**src/rtl/axi_tlb_l1_programmer.sv**
```systemverilog
// axi_tlb_l1_programmer: turns TLB program/invalidate commands into an
// ordered series of AXI4-Lite register writes on the table's config port.
package axi_tlb_l1_programmer_pkg;
    typedef struct packed {
        logic [31:0] addr;
        logic [2:0]  prot;
    } cfg_ax_t;
    typedef struct packed {
        logic [31:0] data;
        logic [3:0]  strb;
    } cfg_w_t;
    typedef struct packed {
        logic [31:0] data;
        logic [1:0]  resp;
    } cfg_r_t;
    typedef struct packed {
        cfg_ax_t aw;
        logic    aw_valid;
        cfg_w_t  w;
        logic    w_valid;
        logic    b_ready;
        cfg_ax_t ar;
        logic    ar_valid;
        logic    r_ready;
    } cfg_req_t;
    typedef struct packed {
        logic       aw_ready;
        logic       w_ready;
        logic [1:0] b_resp;
        logic       b_valid;
        logic       ar_ready;
        cfg_r_t     r;
        logic       r_valid;
    } cfg_resp_t;
endpackage

module axi_tlb_l1_programmer
    import axi_tlb_l1_programmer_pkg::*;
#(
    parameter int unsigned NumEntries      = 4,
    parameter int unsigned InpAddrWidth    = 32,
    parameter int unsigned OupAddrWidth    = 32,
    parameter int unsigned CfgAxiAddrWidth = 32,
    parameter int unsigned CfgAxiDataWidth = 32,
    parameter logic [CfgAxiAddrWidth-1:0] CfgBaseAddr = '0,
    parameter type axi_lite_req_t  = cfg_req_t,
    parameter type axi_lite_resp_t = cfg_resp_t,
    localparam int unsigned IdxW     = (NumEntries > 1) ? $clog2(NumEntries) : 1,
    localparam int unsigned InpPageW = InpAddrWidth - 12,
    localparam int unsigned OupPageW = OupAddrWidth - 12
) (
    input  logic                clk_i,
    input  logic                rst_i,
    input  logic                cmd_valid_i,
    output logic                cmd_ready_o,
    input  logic                cmd_op_i,
    input  logic [IdxW-1:0]     cmd_idx_i,
    input  logic [InpPageW-1:0] cmd_first_i,
    input  logic [InpPageW-1:0] cmd_last_i,
    input  logic [OupPageW-1:0] cmd_base_i,
    input  logic [2:0]          cmd_flags_i,
    output logic                rsp_valid_o,
    input  logic                rsp_ready_i,
    output logic [1:0]          rsp_err_o,
    output logic                busy_o,
    output axi_lite_req_t       cfg_req_o,
    input  axi_lite_resp_t      cfg_resp_i
);

    if (CfgAxiDataWidth != 32) begin : g_bad_data_width
        $error("CfgAxiDataWidth must be 32");
    end

    localparam logic [1:0] StIdle = 2'd0;
    localparam logic [1:0] StAddr = 2'd1;
    localparam logic [1:0] StResp = 2'd2;
    localparam logic [1:0] StDone = 2'd3;

    logic [1:0]          state_q, state_d;
    logic [2:0]          step_q, step_d;
    logic                aw_done_q, aw_done_d;
    logic                w_done_q, w_done_d;
    logic [1:0]          err_q, err_d;
    logic                op_q, op_d;
    logic [IdxW-1:0]     idx_q, idx_d;
    logic [InpPageW-1:0] first_q, first_d;
    logic [InpPageW-1:0] last_q, last_d;
    logic [OupPageW-1:0] base_q, base_d;
    logic [2:0]          flags_q, flags_d;

    logic                       cmd_bad;
    logic                       aw_hs;
    logic                       w_hs;
    logic                       last_step;
    logic [3:0]                 reg_off;
    logic [31:0]                wr_data;
    logic [CfgAxiAddrWidth-1:0] wr_addr;
    logic                       unused_rd;

    assign cmd_ready_o = (state_q == StIdle) && !rst_i;
    assign busy_o      = state_q != StIdle;
    assign rsp_valid_o = state_q == StDone;
    assign rsp_err_o   = rsp_valid_o ? err_q : 2'd0;

    assign cmd_bad = (32'(cmd_idx_i) >= NumEntries)
                  || (!cmd_op_i && (cmd_first_i > cmd_last_i));
    assign aw_hs     = cfg_req_o.aw_valid && cfg_resp_i.aw_ready;
    assign w_hs      = cfg_req_o.w_valid && cfg_resp_i.w_ready;
    assign last_step = step_q == (op_q ? 3'd0 : 3'd4);
    assign unused_rd = ^{cfg_resp_i.ar_ready, cfg_resp_i.r, cfg_resp_i.r_valid};

    // Flags are cleared first and rewritten last so a half-updated
    // range is never visible as a valid entry.
    always_comb begin
        reg_off = 4'hC;
        wr_data = 32'd0;
        case (step_q)
            3'd0: begin reg_off = 4'hC; wr_data = 32'd0; end
            3'd1: begin reg_off = 4'h0; wr_data = 32'(first_q); end
            3'd2: begin reg_off = 4'h4; wr_data = 32'(last_q); end
            3'd3: begin reg_off = 4'h8; wr_data = 32'(base_q); end
            default: begin reg_off = 4'hC; wr_data = 32'(flags_q); end
        endcase
        wr_addr = CfgBaseAddr
                + (CfgAxiAddrWidth'(idx_q) << 4)
                + CfgAxiAddrWidth'(reg_off);
    end

    always_comb begin
        cfg_req_o          = '0;
        cfg_req_o.aw.addr  = wr_addr;
        cfg_req_o.aw.prot  = 3'b000;
        cfg_req_o.aw_valid = (state_q == StAddr) && !aw_done_q;
        cfg_req_o.w.data   = wr_data;
        cfg_req_o.w.strb   = 4'hF;
        cfg_req_o.w_valid  = (state_q == StAddr) && !w_done_q;
        cfg_req_o.b_ready  = state_q == StResp;
    end

    always_comb begin
        state_d   = state_q;
        step_d    = step_q;
        aw_done_d = aw_done_q;
        w_done_d  = w_done_q;
        err_d     = err_q;
        op_d      = op_q;
        idx_d     = idx_q;
        first_d   = first_q;
        last_d    = last_q;
        base_d    = base_q;
        flags_d   = flags_q;
        case (state_q)
            StIdle: begin
                if (cmd_valid_i) begin
                    op_d      = cmd_op_i;
                    idx_d     = cmd_idx_i;
                    first_d   = cmd_first_i;
                    last_d    = cmd_last_i;
                    base_d    = cmd_base_i;
                    flags_d   = cmd_flags_i;
                    step_d    = 3'd0;
                    aw_done_d = 1'b0;
                    w_done_d  = 1'b0;
                    err_d     = cmd_bad ? 2'd1 : 2'd0;
                    state_d   = cmd_bad ? StDone : StAddr;
                end
            end
            StAddr: begin
                aw_done_d = aw_done_q || aw_hs;
                w_done_d  = w_done_q || w_hs;
                if (aw_done_d && w_done_d) begin
                    aw_done_d = 1'b0;
                    w_done_d  = 1'b0;
                    state_d   = StResp;
                end
            end
            StResp: begin
                if (cfg_resp_i.b_valid) begin
                    if (cfg_resp_i.b_resp != 2'b00) begin
                        err_d   = 2'd2;
                        state_d = StDone;
                    end else if (last_step) begin
                        err_d   = 2'd0;
                        state_d = StDone;
                    end else begin
                        step_d  = step_q + 3'd1;
                        state_d = StAddr;
                    end
                end
            end
            default: begin
                if (rsp_ready_i) state_d = StIdle;
            end
        endcase
    end

    always_ff @(posedge clk_i) begin
        if (rst_i) begin
            state_q   <= StIdle;
            step_q    <= 3'd0;
            aw_done_q <= 1'b0;
            w_done_q  <= 1'b0;
            err_q     <= 2'd0;
            op_q      <= 1'b0;
            idx_q     <= '0;
            first_q   <= '0;
            last_q    <= '0;
            base_q    <= '0;
            flags_q   <= '0;
        end else begin
            state_q   <= state_d;
            step_q    <= step_d;
            aw_done_q <= aw_done_d;
            w_done_q  <= w_done_d;
            err_q     <= err_d;
            op_q      <= op_d;
            idx_q     <= idx_d;
            first_q   <= first_d;
            last_q    <= last_d;
            base_q    <= base_d;
            flags_q   <= flags_d;
        end
    end

endmodule

```
**config.mk**
```make
export PLATFORM = sky130hd
export DESIGN_NAME = axi_tlb_l1_programmer
export DESIGN_NICKNAME = d
export VERILOG_FILES = /design/src/rtl/axi_tlb_l1_programmer.sv
export SDC_FILE = /design/constraint.sdc
export NUM_CORES = 1
export LEC_CHECK = 0
export CAP_MARGIN = 20
export CORE_UTILIZATION = 43
export CTS_CLUSTER_SIZE = 8
export DETAILED_ROUTE_END_ITERATION = 10
export PLACE_DENSITY = 0.86
export SYNTH_ARGS = -nofsm -noshare
export SYNTH_HDL_FRONTEND = slang
export SYNTH_SLANG_ARGS = --single-unit
```
**constraint.sdc**
```tcl
create_clock -name clk_i -period 2.76 [get_ports clk_i]
set_input_delay 0.414 -clock clk_i [delete_from_list [all_inputs] [get_ports clk_i]]
set_output_delay 0.414 -clock clk_i [all_outputs]
set_load 0.1 [all_outputs]
```
==> impl_metrics.env, run 1 <==
export IMPL_regToRegEndpoint="step_q[1]$_SDFFE_PP0P_"
export IMPL_cts_tree="done"
export IMPL_design_area_um2=5600
export IMPL_cts_buffer_depth=2
export IMPL_p_seq_frac=0.384
export IMPL_rsz0062_at_grt="false"
export IMPL_period_minus_slack_ns=2.55
export IMPL_wl_per_cell_um=13.2
export IMPL_boundaryPins=227
export IMPL_fmax_mhz=392
export IMPL_drv_cap=0
export IMPL_worstSetupPathType="register to output pin"
export IMPL_path_cells="inv_1 -> ha_2 -> buf_4 -> a222oi_1 -> inv_1 -> buf_12"
export IMPL_r2r_setup_slack_ns=1.00
export IMPL_p_leak_nw=2.51
export IMPL_drive_above_1_share=0.0960
export IMPL_final_nets=809
export IMPL_drt_vias_per_instance=4.86
export IMPL_first_pass_iters=5
export IMPL_insertion_delay_ns=0.34
export IMPL_cp_slowest_stage_delay_ns=0.48
export IMPL_power_w=0.00318
export IMPL_cts_root_buf="clkbuf_8"
export IMPL_grt_max_degree=72
export IMPL_pwr_share_comb=0.356
export IMPL_slew_violations=0
export IMPL_met3_usage=0.0410
export IMPL_layout_common_cells="nand2_1 (145), a21oi_1 (85), conb_1 (84), dfxtp_1 (75), clkdlybuf4s50_1 (73)"
export IMPL_synth_cell_type_count=39
export IMPL_grtUsageTotal=0.210
export IMPL_syn_inst=580
export IMPL_whs_path_depth=2
export IMPL_crit_buf_inv=4
export IMPL_areaGrowthSynthToFinish_pct=29.4
export IMPL_vdd_ir_drop_max_uv=234
export IMPL_grt_pass1_vias=3729
export IMPL_min_delay_start="rst_i"
export IMPL_antenna_found_initial=0
export IMPL_power_internal_w=0.00185
export IMPL_grt_pass1_wl_um=17000
export IMPL_rr_worst_depth=7
export IMPL_initial_core_util=0.443
export IMPL_crit_family="buffers and inverters"
export IMPL_worstPathArrival_ns=2.14
export IMPL_p_sw_frac=0.417
export IMPL_ys_ff_latch=75
export IMPL_wirelength_um=10700
export IMPL_power_density_nw_per_um2=567
export IMPL_finalWeightedCongestion=0.806
export IMPL_hp_class="input port to register"
export IMPL_relSlewSlack=0.519
export IMPL_worst_ep_required_time_ns=2.35
export IMPL_cpMostUsedCell="inv_1"
export IMPL_end_kind="output pin"
export IMPL_dieArea_um2=10500
export IMPL_syn_area_um2=4330
export IMPL_skew_ns=0.0104
export IMPL_antennaDiodeCount=0
export IMPL_yosysWarnings=0
export IMPL_vias=3937
export IMPL_grt_remaining_overflow=0
export IMPL_postCtsSetupBuffers=0
export IMPL_p_sw_w=0.00133
export IMPL_die_w_um=102
export IMPL_ys_seq_area_frac=0.347
export IMPL_drc=0
export IMPL_p_clk_frac=0.261
export IMPL_min_period_over_period=0.925
export IMPL_htreeDepth=3
export IMPL_clkSinkCount=75
export IMPL_drtIter0Drc=211
export IMPL_coreArea_um2=9770
export IMPL_die_y_um=102
export IMPL_grtUsageMet2=0.364
export IMPL_setup_viol=0
export IMPL_rr_startpoint="step_q[0]$_SDFFE_PP0P_"
export IMPL_hpwlAfterDp_um=7900
export IMPL_grt_most_used_layer="met2"
export IMPL_hold_viol_final=0
export IMPL_path_clk_slew_ns=0.08
export IMPL_layout_setup_ws_ns=0.206
export IMPL_tightest_slew_ns=0.721
export IMPL_tns_ns=0
export IMPL_syn_avg_cell_area_um2=7.47
export IMPL_portBuffers=106
export IMPL_outcome="finished clean"
export IMPL_worstHoldEndpoint="state_q[0]$_SDFFE_PP0P_"
export IMPL_post_place_ws_ns=0.0728
export IMPL_ant_nets=0
export IMPL_slowest_stage="dfxtp_1"
export IMPL_holdBufCountCts=0
export IMPL_path_max_fanout=13
export IMPL_place_area_um2=5400
export IMPL_layout_commonest_cell="nand2_1"
export IMPL_cts_made_buffers=9
export IMPL_std_cell_rows=36
export IMPL_cp_start_kind="register"
export IMPL_grt_use_met1=0.238
cells in the mapped netlist:
library cell    n  area (µm²)
a211oi_1        1        7.51
a21o_1          2        15.0
a21oi_1        85         425
a222oi_1       20         200
a31oi_1         1        6.26
and2_1          3        18.8
and3_1          2        12.5
and4b_1         1        10.0
buf_1           6        22.5
buf_2           1        5.00
buf_4          84         631
clkbuf_1       24        90.1
conb_1          2        7.51
dfxtp_1        75        1500
ha_1           25         313
inv_1          44         165
nand2_1       146         548
nand2b_1        5        31.3
nand3_1         1        5.00
nand3b_1        1        7.51
nand4_1         4        25.0
nand4_2         1        12.5
nor2_1         10        37.5
nor2b_1         2        12.5
nor3_1          8        40.0
nor3b_1         1        7.51
nor4_1          2        12.5
nor4b_1         1        8.76
o2111ai_1       1        8.76
o21a_1          2        15.0
o21ai_0         7        35.0
o21bai_1        3        22.5
o221a_2         1        11.3
o311ai_0        1        8.76
o31ai_1         2        15.0
or2_1           2        12.5
or3_1           1        6.26
or4_1           1        7.51
xnor2_1         1        8.76
routing by layer:
metal  wire, µm  up-vias
met5          0        -
met4        318        0
met3        715       29
met2       5290      173
met1       4350     1783
li1           -     1952
cells by family after synthesis:
logic type / after synthesis / share of synthesized area
AOI/OAI and AO/OA: 126 / 0.178
and+or+nand+nor: 192 / 0.188
adders and majority gates: 25 / 0.0722
other: 2 / 0.00173
buffers and inverters: 159 / 0.211
DFF: 75 / 0.347
xor gates and xnor gates: 1 / 0.00202
final cells by class:
cell class,count,area [µm²]
fill,905,4170
multi-input combinational,428,2250
sequential,75,1500
timing repair buffer,115,1330
tap,133,166
inverter,44,165
clock buffer,11,141
clock inverter,4,51.3
sequential cells by signal, indices dropped and copies added (netlist names):
register	flops
aw_done_q	1
step_q	3
base_q	20
err_q	2
w_done_q	1
state_q	2
first_q	20
last_q	20
idx_q	2
op_q	1
flags_q	3
metrics by stage:
stage | std cells | hold WS, ns | utilization
2_1_floorplan | 662 | 0.436 | -
3_3_place_gp | 795 | 0.441 | 0.553
3_5_place_dp | 795 | 0.446 | 0.553
4_1_cts | 810 | 0.361 | 0.573
5_1_grt | 810 | 0.370 | 0.573
6_report | 810 | 0.384 | 0.573
worst max path at each step:
stage	start	endpoint	slack, ns	cells after the start
final	step_q[2]$_SDFFE_PP0P_	cfg_req_o[56]	0.21	6
after CTS	step_q[2]$_SDFFE_PP0P_	cfg_req_o[56]	0.06	6
after global routing	step_q[2]$_SDFFE_PP0P_	cfg_req_o[48]	0.03	6
after global placement	cmd_last_i[19]	err_q[0]$_SDFFE_PP0P_	0.11	8
after floorplan	step_q[0]$_SDFFE_PP0P_	cfg_req_o[43]	-0.07	5
after detailed placement	cmd_last_i[18]	state_q[1]$_SDFFE_PP0P_	0.07	8
worst reg2reg max path, cell delays in order (launching register included):
cell       delay (ns)
dfxtp_1          0.40
inv_1            0.11
ha_1             0.23
inv_1            0.08
o2111ai_1        0.13
a21oi_1          0.41
nand2b_1         0.18
a21oi_1          0.07
timing repair:
| item | 4_1_cts | 5_1_grt |
|---|---|---|
| endpoints found under the hold margin | 0 | 0 |
| endpoints found under the setup margin | 0 | 14 |
| gates resized for setup | 0 | 2 |
power by group through the flow:
stage               Combinational, W  Clock, W  Sequential, W
floorplan                   0.000975         0        0.00124
finish                       0.00113  0.000828        0.00122
CTS                          0.00113  0.000855        0.00122
global placement             0.00111         0        0.00124
detailed placement           0.00112         0        0.00124
global route                 0.00120  0.000909        0.00123
Note: power is estimated with default switching activity, not from simulation.
==> run 2, diff against run 1 <==
--- a/config.mk
+++ b/config.mk
@@ -7,6 +7,7 @@
 export LEC_CHECK = 0
 export CAP_MARGIN = 20
 export CORE_UTILIZATION = 43
+export CTS_BUF_LIST = sky130_fd_sc_hd__clkbuf_16
 export CTS_CLUSTER_SIZE = 8
 export DETAILED_ROUTE_END_ITERATION = 10
 export PLACE_DENSITY = 0.86
==> run 2 against run 1 <==
Compared with the run above:
- routed wire length increased by 0.80%
- cell area grew 1.6%
- largest cell class unchanged
- maximum frequency increased by 0.91%
- final cell count did not move
- sequential share of layout area fell by 0.43 points
- via count grew 0.41%
- first-iteration DRC count grew 2.8%
- power up 9.2%
==> impl_metrics.env, run 2 (synthesis results as in run 1) <==
export IMPL_outcome="finished clean"
export IMPL_hp_class="input port to register"
export IMPL_finalWeightedCongestion=0.806
export IMPL_slew_violations=0
export IMPL_drive_above_1_share=0.0945
export IMPL_power_density_nw_per_um2=609
export IMPL_min_period_over_period=0.917
export IMPL_rsz0062_at_grt="false"
export IMPL_worst_ep_required_time_ns=2.35
export IMPL_drtIter0Drc=217
export IMPL_layout_commonest_cell="nand2_1"
export IMPL_nFillCells=888
export IMPL_grt_pass1_wl_um=17200
export IMPL_grtUsageTotal=0.213
export IMPL_period_minus_slack_ns=2.53
export IMPL_relSlewSlack=0.527
export IMPL_tightest_slew_ns=0.709
export IMPL_first_pass_iters=8
export IMPL_grt_remaining_overflow=0
export IMPL_setup_viol=0
export IMPL_postCtsSetupBuffers=0
export IMPL_drc=0
export IMPL_die_y_um=102
export IMPL_portBuffers=106
export IMPL_layout_common_cells="nand2_1 (145), a21oi_1 (85), conb_1 (84), dfxtp_1 (75), clkdlybuf4s50_1 (73)"
export IMPL_vias=3953
export IMPL_hpwlAfterDp_um=7900
export IMPL_initial_core_util=0.443
export IMPL_final_nets=809
export IMPL_die_w_um=102
export IMPL_cp_start_kind="register"
export IMPL_post_place_ws_ns=0.0728
export IMPL_path_clk_slew_ns=0.06
export IMPL_worstPathArrival_ns=2.12
export IMPL_areaGrowthSynthToFinish_pct=31.5
export IMPL_cts_buffer_depth=2
export IMPL_grt_pass1_vias=3754
export IMPL_tns_ns=0
export IMPL_std_cell_rows=36
export IMPL_reg_largest_list="base_q x20, first_q x20, last_q x20"
export IMPL_path_max_fanout=13
export IMPL_antennaDiodeCount=0
export IMPL_dieArea_um2=10500
export IMPL_worstSetupPathType="register to output pin"
export IMPL_grt_max_degree=72
export IMPL_coreArea_um2=9770
export IMPL_end_kind="output pin"
export IMPL_p_leak_nw=2.55
export IMPL_boundaryPins=227
export IMPL_skew_ns=0.00536
export IMPL_cts_made_buffers=9
export IMPL_place_area_um2=5400
export IMPL_hold_viol_final=0
export IMPL_htreeDepth=3
export IMPL_cts_tree="done"
export IMPL_wl_per_cell_um=13.3
export IMPL_clkSinkCount=75
export IMPL_fmax_mhz=395
export IMPL_vdd_ir_drop_max_uv=242
export IMPL_ant_nets=0
export IMPL_regArea_um2=1500
export IMPL_multi_input_area_um2=2250
export IMPL_drv_cap=0
export IMPL_layout_setup_ws_ns=0.229
export IMPL_antenna_found_initial=0
export IMPL_drt_vias_per_instance=4.88
export IMPL_cts_root_buf="clkbuf_16"
export IMPL_design_area_um2=5700
export IMPL_insertion_delay_ns=0.33
export IMPL_wirelength_um=10800
## run 2: cell types whose count changed in the layout (fill, tap and decap cells not counted)
| cell | delta |
|---|---|
| clkbuf_1 | -1 |
| clkbuf_16 | +9 |
| clkbuf_8 | -10 |
| clkinv_1 | +1 |
| inv_1 | +1 |
## run 2: report_power, final
part	switching [W]	internal (W)	leakage, nW	total, W
logic	0.000883	0.000247	1.80	0.00113
registers	0.0000535	0.00117	0.615	0.00122
clock network	0.000428	0.000687	0.140	0.00112
## run 2: path summary, 6_finish.rpt
kind | startpoint | endpoint | slack, ns | depth (start not counted)
max | step_q[2]$_SDFFE_PP0P_ | cfg_req_o[56] | 0.23 | 6
min | rst_i | aw_done_q$_SDFFE_PP0P_ | 0.39 | 2
max reg2reg | step_q[0]$_SDFFE_PP0P_ | step_q[1]$_SDFFE_PP0P_ | 1.02 | 7
min reg2reg | first_q[12]$_SDFFE_PP0P_ | first_q[12]$_SDFFE_PP0P_ | 0.46 | 2
## run 2: area by class of cell
cell class | count | share of cell area
multi-input combinational | 428 | 0.395
sequential | 75 | 0.264
timing repair buffer | 115 | 0.234
tap | 133 | 0.0292
inverter | 44 | 0.0290
clock buffer | 9 | 0.0395
clock inverter | 6 | 0.0103
## run 2: per-layer routing
layer  wire length (µm)  share of wire  global-route usage
met1               4310           0.40               0.241
met2               5470           0.51               0.374
met3                736          0.068              0.0458
met4                234          0.022               0.113
met5                  0              0                   0
## run 2: critical path, stage by stage (launching register included)
cell      delay (ns)
dfxtp_1         0.48
inv_1           0.11
ha_2            0.29
buf_4           0.23
a222oi_1        0.36
inv_1           0.13
buf_12          0.19
## run 2: per-stage QoR
stage          total power (W)  std cells  hold WS [ns]  utilization
2_1_floorplan          0.00221        662         0.436            -
3_3_place_gp           0.00234        795         0.441        0.553
3_5_place_dp           0.00237        795         0.446        0.553
4_1_cts                0.00349        810         0.383        0.582
5_1_grt                0.00363        810         0.393        0.583
6_report               0.00347        810         0.393        0.583
## run 2: repair_timing
action,in CTS,in global routing
endpoints found under the setup margin,0,13
hold buffers,0,0
gates resized for setup,0,2
